`src/rtl/hdmi_packet_pkg.sv`:
```
// Shared sizes, BCH constants and FSM state type for the HDMI data-island packet assembler.
// Pure declarations: no logic, no latency.
package hdmi_packet_pkg;

   localparam int HEADER_BITS   = 24;
   localparam int SUB_BITS      = 56;
   localparam int ECC_BITS      = 8;
   localparam int PACKET_CLOCKS = 32;
   localparam int NUM_SUBS      = 4;
   localparam int DATA_W        = 1 + 2 * NUM_SUBS;

   localparam logic [ECC_BITS-1:0] BCH_POLY = 8'h83;

   typedef enum logic [1:0] {
      IDLE,
      LOADED,
      SENDING
   } state_e;

   // One LSB-first step of the 1+x^6+x^7+x^8 BCH remainder.
   function automatic logic [ECC_BITS-1:0] bch_step(input logic [ECC_BITS-1:0] ecc,
                                                    input logic              b);
      logic fb;
      fb = ecc[0] ^ b;
      return (ecc >> 1) ^ (fb ? BCH_POLY : '0);
   endfunction

endpackage

```
`src/rtl/bch_ecc.sv`:
```
// Serial BCH accumulator absorbing BITS_PER_CYCLE bits (bit 0 first) on start or advance.
// start restarts the remainder from zero and absorbs in the same cycle; result valid the cycle after.
module bch_ecc
   import hdmi_packet_pkg::*;
#(
   parameter int BITS_PER_CYCLE = 1
) (
   input  logic                      clk_pixel,
   input  logic                      reset,
   input  logic                      start_i,
   input  logic                      advance_i,
   input  logic [BITS_PER_CYCLE-1:0] bits_i,
   output logic [ECC_BITS-1:0]       ecc_o
);

   logic [ECC_BITS-1:0] ecc_q;
   logic [ECC_BITS-1:0] ecc_d;

   always_comb begin
      ecc_d = start_i ? '0 : ecc_q;
      for (int i = 0; i < BITS_PER_CYCLE; i++) begin
         ecc_d = bch_step(ecc_d, bits_i[i]);
      end
   end

   always_ff @(posedge clk_pixel or posedge reset) begin
      if (reset) begin
         ecc_q <= '0;
      end else if (start_i || advance_i) begin
         ecc_q <= ecc_d;
      end
   end

   assign ecc_o = ecc_q;

endmodule

```
`src/rtl/packet_assembler.sv`:
```
// Single-buffer HDMI packet serialiser: 32 clocks of header/subpacket bits with BCH ECC appended.
// First bit one cycle after LOADED sees island_active; dropping island_active aborts the packet.
module packet_assembler
   import hdmi_packet_pkg::*;
(
   input  logic                   clk_pixel,
   input  logic                   reset,
   input  logic [HEADER_BITS-1:0] header,
   input  logic [SUB_BITS-1:0]    sub0,
   input  logic [SUB_BITS-1:0]    sub1,
   input  logic [SUB_BITS-1:0]    sub2,
   input  logic [SUB_BITS-1:0]    sub3,
   input  logic                   packet_valid,
   output logic                   packet_ready,
   input  logic                   island_active,
   output logic [DATA_W-1:0]      packet_data,
   output logic                   packet_done,
   output logic                   packet_abort
);

   localparam int IDX_W = $clog2(PACKET_CLOCKS);
   localparam logic [IDX_W-1:0] LAST_IDX    = IDX_W'(PACKET_CLOCKS - 1);
   localparam logic [IDX_W-1:0] HDR_ECC_IDX = IDX_W'(HEADER_BITS);
   localparam logic [IDX_W-1:0] SUB_ECC_IDX = IDX_W'(SUB_BITS / 2);

   state_e                            state_q;
   logic [IDX_W-1:0]                  n_q;
   logic [HEADER_BITS-1:0]            header_q;
   logic [NUM_SUBS-1:0][SUB_BITS-1:0] sub_q;
   logic [DATA_W-1:0]                 data_q;
   logic                              done_q;
   logic                              abort_q;

   logic [IDX_W-1:0]                  idx_d;
   logic [DATA_W-1:0]                 data_d;
   logic [2:0]                        hdr_off;
   logic [1:0]                        sub_off;
   logic                              hdr_bit;
   logic [NUM_SUBS-1:0][1:0]          sub_pair;
   logic                              ecc_start;
   logic                              ecc_adv;
   logic                              hdr_adv;
   logic                              sub_adv;
   logic [ECC_BITS-1:0]               hdr_ecc;
   logic [NUM_SUBS-1:0][ECC_BITS-1:0] sub_ecc;

   // idx_d is the index whose bits get registered onto packet_data at the coming edge.
   assign idx_d     = (state_q == SENDING) ? n_q + IDX_W'(1) : '0;
   assign ecc_start = (state_q == LOADED) && island_active;
   assign ecc_adv   = (state_q == SENDING) && island_active && (n_q != LAST_IDX);
   assign hdr_adv   = ecc_adv && (idx_d < HDR_ECC_IDX);
   assign sub_adv   = ecc_adv && (idx_d < SUB_ECC_IDX);

   always_comb begin
      hdr_off = 3'(idx_d - HDR_ECC_IDX);
      sub_off = 2'(idx_d - SUB_ECC_IDX);
      hdr_bit = (idx_d < HDR_ECC_IDX) ? header_q[idx_d] : hdr_ecc[hdr_off];
      for (int k = 0; k < NUM_SUBS; k++) begin
         sub_pair[k] = (idx_d < SUB_ECC_IDX) ? sub_q[k][{idx_d, 1'b0} +: 2]
                                             : sub_ecc[k][{sub_off, 1'b0} +: 2];
      end
   end

   always_comb begin
      data_d    = '0;
      data_d[0] = hdr_bit;
      for (int k = 0; k < NUM_SUBS; k++) begin
         data_d[1 + k] = sub_pair[k][0];
         data_d[5 + k] = sub_pair[k][1];
      end
   end

   // The accumulators absorb exactly the bits being registered, so the
   // remainder is complete and frozen by the time its first ECC bit is needed.
   bch_ecc #(
      .BITS_PER_CYCLE(1)
   ) u_hdr_ecc (
      .clk_pixel(clk_pixel),
      .reset    (reset),
      .start_i  (ecc_start),
      .advance_i(hdr_adv),
      .bits_i   (hdr_bit),
      .ecc_o    (hdr_ecc)
   );

   for (genvar k = 0; k < NUM_SUBS; k++) begin : g_sub_ecc
      bch_ecc #(
         .BITS_PER_CYCLE(2)
      ) u_sub_ecc (
         .clk_pixel(clk_pixel),
         .reset    (reset),
         .start_i  (ecc_start),
         .advance_i(sub_adv),
         .bits_i   (sub_pair[k]),
         .ecc_o    (sub_ecc[k])
      );
   end

   always_ff @(posedge clk_pixel or posedge reset) begin
      if (reset) begin
         state_q  <= IDLE;
         n_q      <= '0;
         header_q <= '0;
         sub_q    <= '0;
         data_q   <= '0;
         done_q   <= 1'b0;
         abort_q  <= 1'b0;
      end else begin
         done_q  <= 1'b0;
         abort_q <= 1'b0;
         case (state_q)
            IDLE: begin
               data_q <= '0;
               if (packet_valid) begin
                  header_q <= header;
                  sub_q    <= {sub3, sub2, sub1, sub0};
                  state_q  <= LOADED;
               end
            end
            LOADED: begin
               if (island_active) begin
                  state_q <= SENDING;
                  n_q     <= '0;
                  data_q  <= data_d;
               end else begin
                  data_q  <= '0;
               end
            end
            SENDING: begin
               if (!island_active) begin
                  state_q <= IDLE;
                  n_q     <= '0;
                  data_q  <= '0;
                  abort_q <= 1'b1;
               end else if (n_q == LAST_IDX) begin
                  state_q <= IDLE;
                  n_q     <= '0;
                  data_q  <= '0;
                  done_q  <= 1'b1;
               end else begin
                  n_q     <= idx_d;
                  data_q  <= data_d;
               end
            end
            default: begin
               state_q <= IDLE;
               n_q     <= '0;
               data_q  <= '0;
            end
         endcase
      end
   end

   assign packet_ready = (state_q == IDLE);
   assign packet_data  = data_q;
   assign packet_done  = done_q;
   assign packet_abort = abort_q;

endmodule

```
`config.mk`:
```
export PLATFORM = sky130hd
export DESIGN_NAME = packet_assembler
export DESIGN_NICKNAME = d
export VERILOG_FILES = /design/src/rtl/hdmi_packet_pkg.sv /design/src/rtl/bch_ecc.sv /design/src/rtl/packet_assembler.sv
export SDC_FILE = /design/constraint.sdc
export NUM_CORES = 1
export LEC_CHECK = 0
export BUFFER_PORTS_ARGS = -buffer_cell sky130_fd_sc_hd__buf_2
export CORE_MARGIN = 2
export CORE_UTILIZATION = 45
export CTS_CLUSTER_DIAMETER = 80
export DETAILED_ROUTE_END_ITERATION = 10
export GPL_TIMING_DRIVEN = 0
export PLACE_DENSITY = 0.67
export SLEW_MARGIN = 30
export SYNTH_ARGS = -nofsm -noshare
export SYNTH_HDL_FRONTEND = slang
export SYNTH_SLANG_ARGS = --single-unit
```
`constraint.sdc`:
```
create_clock -name clk_pixel -period 11.4 [get_ports clk_pixel]
set_clock_uncertainty 0.2 [all_clocks]
set_input_delay 1.71 -clock clk_pixel [delete_from_list [all_inputs] [get_ports clk_pixel]]
set_output_delay 1.71 -clock clk_pixel [all_outputs]
set_load 0.02 [all_outputs]
```
=== Yosys cells after proc, flatten, opt, wreduce, memory -nomap -nowiden ===
Index checks and enable logic that the tools add are counted.
Widths: inputs -> output; s select.

* Output and inout bits: 12
* Bits in registers: 306
* Input bits: 252
* Word-level logic and storage cells: 109

* Shift-type cells: 8
* Reduce and logical (&&, ||, !) cells: 11
* Eq/ne operators: 7
* Multiplexer cells: 42
* Order comparisons: 4
* Bitwise operators: 19
* $add $sub $neg: 3

{| class="wikitable"
|+ Operator list
! kind !! number
|-
| $shiftx 56x7->2 || 4
|-
| $mux 8 || 14
|-
| $xor 7x8->8 || 9
|-
| $shiftx 8x4->2 || 4
|-
| $mux 9 || 3
|-
| $mux 5 || 4
|-
| $pmux 9 s2 || 1
|-
| $mux 2 || 8
|-
| $pmux 5 s3 || 1
|-
| $lt 5x5->1 const B || 2
|-
| $xor 1x1->1 || 9
|-
| $mux 1 || 8
|-
| $lt 5x6->1 const B || 1
|-
| $pmux 2 s3 || 1
|-
| $add 5x1->5 const B || 1
|-
| $bmux 1 s5 || 1
|-
| $eq 5x5->1 const B || 1
|-
| $logic_and 1x1->1 || 5
|-
| $ne 5x5->1 const B || 1
|-
| $lt 3x4->1 const B || 1
|-
| $ne 2x2->1 const B || 2
|-
| $reduce_and 2->1 || 2
|-
| $bmux 1 s3 || 1
|-
| $ne 3x2->1 const B || 1
|-
| other kinds (8) || 9
|}

=== Longest topological paths before layout ===
* Word-level depth: 11
* Gate-level depth with buffers: 14
* Depth with buffers taken out: 11

=== By module ===
A second synthesis with hierarchy kept.

* Cell total of the unflattened synthesis: 1204
* Area, all modules: 14831.7 sq um

{| class="wikitable"
|+ By module, submodules not included
! module !! sequential area each (sq um) !! cells each !! area each (sq um) !! instances
|-
| packet_assembler || 6656.4 || 981 || 12667.1 || 1
|-
| bch_ecc (g_sub_ecc[0].u_sub_ecc ...) || 200.2 || 46 || 437.9 || 4
|-
| bch_ecc (u_hdr_ecc) || 200.2 || 39 || 412.9 || 1
|}

=== Worst setup path before layout ===
Ideal clock, no wire load.

* Path type: input port to flip-flop
* Start point: input island_active
* End point: register g_sub_ecc[3].u_sub_ecc.ecc_q[0]
* Setup time: 0.077 ns
* Buffers on the path: 3
* Slack: 7.997 ns
* Cell stages on the path: 9
* Data arrival time: 3.125 ns
* Required time: 11.123 ns
* Cells stage by stage: nand2_1 -> or2_2 -> clkbuf_1 -> a21oi_1 -> or2_2 -> clkbuf_1 -> clkbuf_1 -> nor2_1 -> a21oi_1

* Longest elaborated chain between the ends: 8
* Elaborated cells between the ends (all ways): 12
* Classes of those cells: 3 x mux; 4 x bitwise; 5 x reduce/logical

{| class="wikitable"
|+ Ends and longest elaborated chain
! item !! RTL line !! RTL
|-
| start: declaration || packet_assembler.sv:15 || <nowiki>input logic island_active,</nowiki>
|-
| $logic_and 1x1->1 || packet_assembler.sv:49 || <nowiki>assign ecc_start = (state_q == LOADED) && island_active;</nowiki>
|-
| $mux 8 || bch_ecc.sv:20 || <nowiki>ecc_d = start_i ? '0 : ecc_q;</nowiki>
|-
| $xor 1x1->1 || hdmi_packet_pkg.sv:24 || <nowiki>fb = ecc[0] ^ b;</nowiki>
|-
| $mux 8 || hdmi_packet_pkg.sv:25 || <nowiki>return (ecc >> 1) ^ (fb ? BCH_POLY : '0);</nowiki>
|-
| $xor 7x8->8 || hdmi_packet_pkg.sv:25 ||
|-
| $xor 1x1->1 || hdmi_packet_pkg.sv:24 ||
|-
| $mux 8 || hdmi_packet_pkg.sv:25 ||
|-
| $xor 7x8->8 || hdmi_packet_pkg.sv:25 ||
|-
| end signal: assignment || bch_ecc.sv:28 || <nowiki>ecc_q <= '0;</nowiki>
|-
| end signal: assignment || bch_ecc.sv:30 || <nowiki>ecc_q <= ecc_d;</nowiki>
|-
| end: declaration || bch_ecc.sv:16 || <nowiki>logic [ECC_BITS-1:0] ecc_q;</nowiki>
|}

Several ways; a longest one is shown, not always the timed one.
A chain may end at the register's enable or synchronous reset.

=== Worst setup path in the final report ===
* Start point: register n_q[0]
* End point: register g_sub_ecc[0].u_sub_ecc.ecc_q[1]

* Longest elaborated chain between the ends: 11
* Elaborated cells between the ends (all ways): 17
* Classes of those cells: 2 x add/sub; 1 x order compare; 1 x eq/ne; 2 x shift; 4 x mux; 4 x bitwise; 3 x reduce/logical

{| class="wikitable"
|+ Ends and longest elaborated chain
! item !! RTL line !! RTL
|-
| start: declaration || packet_assembler.sv:27 || <nowiki>logic [IDX_W-1:0] n_q;</nowiki>
|-
| start signal: assignment || packet_assembler.sv:141 || <nowiki>n_q <= idx_d;</nowiki>
|-
| $add 5x1->5 || packet_assembler.sv:48 || <nowiki>assign idx_d = (state_q == SENDING) ? n_q + IDX_W'(1) : '0;</nowiki>
|-
| $mux 5 || packet_assembler.sv:48 ||
|-
| $sub 2x1->2 || packet_assembler.sv:56 || <nowiki>sub_off = 2'(idx_d - SUB_ECC_IDX);</nowiki>
|-
| $shiftx 8x4->2 || packet_assembler.sv:60 || <nowiki>: sub_ecc[k][{sub_off, 1'b0} +: 2];</nowiki>
|-
| $mux 2 || packet_assembler.sv:59 || <nowiki>sub_pair[k] = (idx_d < SUB_ECC_IDX) ? sub_q[k][{idx_d, 1'b0} +: 2]</nowiki>
|-
| $xor 1x1->1 || hdmi_packet_pkg.sv:24 ||
|-
| $mux 8 || hdmi_packet_pkg.sv:25 ||
|-
| $xor 7x8->8 || hdmi_packet_pkg.sv:25 ||
|-
| $xor 1x1->1 || hdmi_packet_pkg.sv:24 ||
|-
| $mux 8 || hdmi_packet_pkg.sv:25 ||
|-
| $xor 7x8->8 || hdmi_packet_pkg.sv:25 ||
|-
| end signal: assignment || bch_ecc.sv:28 ||
|-
| end signal: assignment || bch_ecc.sv:30 ||
|-
| end: declaration || bch_ecc.sv:16 ||
|}

Several ways; a longest one is shown, not always the timed one.

==> summary.md <==
| Metric | Value |
|---|---|
| Status | `finished clean` |
| Crit-path leading delay family | `buffers and inverters` |
| Synth top area share | `0.531` |
| Mapped cell area | `about 14000 um^2` |
| Core ar. | `31600 um^2` |
| Post-CTS setup repair buffer count | `0` |
| Synth Flop Type | `dfrtp_1` |
| Total power | `just under 0.005 W` |
| Post-Syn Instances | `1156` |
| Port bufs | `263` |
| Critical Path End Type | `flip-flop` |
| CTS Sinks | `306` |
| GPL Wtd Cong | `0.906` |
| Seq/Total Area, Yosys | `0.531` |
| Clock latency at the later pin of the worst-skew pair | `510 ps` |
| Switching part of the total | `0.343` |
| Post-synth EDFFs | `0` |
| # rows | `65` |
| Largest net degree at the start of global routing | `94` |
| Sequential cell area | `7660 um^2` |
| Yosys warns | `0` |
| Total CTS buffers | `34` |
| Multi-input logic area | `6390 um^2` |
| Actual transition at the worst max-transition pin | `~1000 ps` |
| Max incr delay on CP | `720 ps` |
| Setup violators final | `0` |
| Max-cap viol count | `0` |
| Yosys top cell by area | `dfrtp_1` |
| Die area | `33500 um^2` |
| Vias in the first global route | `11500` |
| Final Cell Area | `~17000 um^2` |
| IO Count | `264` |
| Vias | `11000` |
| Hold_sp | `g_sub_ecc[0].u_sub_ecc.ecc_o[5]$_DFFE_PP0P_` |
| DRC errors left | `0` |
| Worst path bufs/invs | `4` |
| Global-route wire length before repair | `~67000 um` |
| Top cells by area, synth | `dfrtp_1 53%, mux2_2 21%, mux4_2 4.1%` |
| Min Tclk post-route | `4750 ps` |
| H-tree Lvls | `2` |
| Synth Register Bits | `a little over 300` |
| Final hold vios | `0` |
| Post-DP HPWL | `32500 um` |
| Initial antenna violation count | `22` |
| Static Leak | `7.78 nW` |
| WL final | `~45000 um` |
| Hold_buf cts | `0` |
| Pint | `0.00325 W` |
| Final worst-path cycle share | `0.417` |
| CTS tree | `yes` |
| RSZ-0062 raised after global routing | `false` |
| Worst Path Arrival | `just under 5000 ps` |
| Min-delay worst type | `flip-flop to flip-flop` |
| Synth Area per Inst | `approximately 12 um^2` |
| Pre-Repair DR Iteration Count | `5` |
| GRT overflow | `0` |
| Wire per inst | `around 24 um` |
| Sequential power share | `0.386` |
| Slew Viols, Final | `0` |
| Synth cell types | `~50` |
| Antenna Nets Post-Route | `0` |
| Die width | `183 um` |
| Crit Path Max Fanout | `10` |
| Critical path launch point | `n_q[0]$_DFFE_PP0P_` |
| Max Clk Rate | `0.211 GHz` |
| Fillers | `around 2700` |
| Worst-path clk slew | `60 ps` |
| CP Class | `flip-flop to flip-flop` |
| Cts repair resizes | `0` |
| Area Overhead vs Synth | `21.3%` |
| Logic pwr share | `0.389` |
| CTS Buffer Depth | `3` |
| Share of layout cells above drive strength 1 | `0.430` |
| Slowest CP cell | `buf_1` |
| CP Launch Type | `flip-flop` |
| Critical Path RT | `11560 ps` |
| Via density | `5.78` |
| Clock Power Share | `0.225` |
| Final nets | `1715` |
| Net Sw Power | `~0.0017 W` |
| CTS root buf | `clkbuf_16` |
| Post-synth ARST share | `1.00` |
| Pwr/cell area | `283 nW/um^2` |
| Max_slew headroom | `0.309` |
| RR Startpoint | `n_q[0]$_DFFE_PP0P_` |
| Peak supply drop | `0.000126 V` |
| DR iter-0 viols | `827` |
| Area after DPL | `between 15000 and 20000 um^2` |
| Synthesized Nets | `1413` |
| GR Util All Layers | `0.269` |
| Worst path cell trace | `buf_2 -> buf_1 -> clkbuf_1 -> buf_1 -> a221oi_1 -> nor3_1 -> a21oi_1 -> a211oi_1 -> a211oi_1 -> xnor2_1 -> xor2_1 -> a21oi_1` |
| Die height | `183 um` |
| Initial Util | `0.457` |
==> routing by layer <==
layer / share of wire / up-vias / GRT usage / routed length, um
li1: - / 4816 / - / -
met1: 0.39 / 5539 / 0.339 / 17500
met2: 0.48 / 466 / 0.443 / 21700
met3: 0.084 / 122 / 0.0699 / 3760
met4: 0.039 / 18 / 0.112 / 1750
met5: 0.0023 / - / 0 / 105
==> logic make-up (layout without fill, tap and decap cells) <==
group / after synthesis / count (layout) / synth area share
compound gates: 169 / 169 / 0.0778
xor+xnor: 30 / 30 / 0.0219
fa+ha+maj: 5 / 5 / 0.00434
buf+inv: 92 / 418 / 0.0264
flops: 306 / 306 / 0.531
mux: 321 / 321 / 0.268
other cells: 0 / 13 / 0
simple gates: 233 / 233 / 0.0707
==> sequential cells by signal (all words and copies together), names as in the netlist <==
register	count
packet_abort	1
sub_q	224
n_q	5
header_q	24
packet_done	1
packet_data	9
g_sub_ecc.u_sub_ecc.ecc_o	32
u_hdr_ecc.ecc_o	8
state_q	2
==> Yosys cell counts (all sizes together), types with 18 or more instances <==
library cell  count
nor2             43
a21oi            46
o21ai            30
mux2i            29
nand3            32
buf              31
clkbuf           53
o22ai            22
nand2           119
dfrtp           306
a221oi           20
mux4             26
mux2            266
xnor2            18
==> worst reg2reg max path, cell delays in order (launching register included) <==
cell and delay (ps):
dfrtp_1 340, buf_2 240, buf_1 590, clkbuf_1 700, buf_1 720, a221oi_1 220
nor3_1 180, a21oi_1 60, a211oi_1 560, a211oi_1 250, xnor2_1 300, xor2_1 170
a21oi_1 80
==> path summary, 6_finish.rpt <==
check,cells after the start,endpoint,slack (ps)
worst max-delay path,12,g_sub_ecc[0].u_sub_ecc.ecc_o[1]$_DFFE_PP0P_,6650
worst min-delay path,2,g_sub_ecc[0].u_sub_ecc.ecc_o[5]$_DFFE_PP0P_,290
worst max register to register,12,g_sub_ecc[0].u_sub_ecc.ecc_o[1]$_DFFE_PP0P_,6650
worst min register to register,2,g_sub_ecc[0].u_sub_ecc.ecc_o[5]$_DFFE_PP0P_,290
max in group asynchronous,4,state_q[0]$_DFFE_PP0P_,8790
min in group asynchronous,2,sub_q[0]$_DFFE_PP0P_,1030
==> layout make-up <==
| cell class | count | area share |
|---|---|---|
| Buffer | 84 | 0.0200 |
| Inverter | 8 | 0.00215 |
| Multi-Input combinational cell | 758 | 0.365 |
| Clock inverter | 7 | 0.00529 |
| Antenna cell | 13 | 0.00186 |
| Tap cell | 402 | 0.0287 |
| Timing Repair Buffer | 266 | 0.0799 |
| Clock buffer | 53 | 0.0591 |
| Sequential cell | 306 | 0.438 |
==> power by group through the flow <==
stage	clock, W	combinational [W]	sequential [W]
finish	0.00111	0.00193	0.00192
CTS	0.00112	0.00192	0.00190
floorplan	0	0.00143	0.00183
detailed placement	0	0.00191	0.00192
global placement	0	0.00185	0.00190
global route	0.00117	0.00207	0.00197
==> cell usage in the layout, fill, tap and decap left out, types with 3 or more instances in the layout <==
cell type,Yosys,routed
a211oi_1,8,8
a21oi_1,46,46
a221oi_1,20,20
a22oi_1,4,4
a311oi_1,5,5
a31oi_1,5,5
and2_1,6,6
and3_1,9,9
buf_1,11,11
buf_16,0,3
buf_2,16,279
buf_4,4,4
clkbuf_1,53,62
clkbuf_16,0,35
clkbuf_8,0,9
clkinv_2,0,3
dfrtp_1,306,306
diode_2,0,13
ha_1,5,5
inv_1,8,7
mux2_2,266,266
mux2i_1,29,29
mux4_2,26,26
nand2_1,118,118
nand2b_1,5,5
nand3_1,32,32
nand4_1,4,4
nor2_1,42,42
nor2b_1,4,4
nor3_1,5,5
o211ai_1,3,3
o21ai_0,30,29
o221ai_1,4,4
o22ai_1,22,22
o31ai_1,3,3
o32ai_1,3,3
or3_1,3,3
xnor2_1,18,18
xor2_1,8,8
==> metrics by stage <==
stage	hold slack, ps	setup TNS [ps]	util	std cells	worst slack [ps]
6_report	294	0	0.555	1897	6650
5_1_grt	311	0	0.554	1895	6430
4_1_cts	294	0	0.553	1884	6840
3_5_place_dp	282	0	0.518	1824	6850
3_3_place_gp	274	-753420	0.515	1821	-2490
2_1_floorplan	253	0	-	1156	1030
Note: power is estimated with default switching activity, not from simulation.
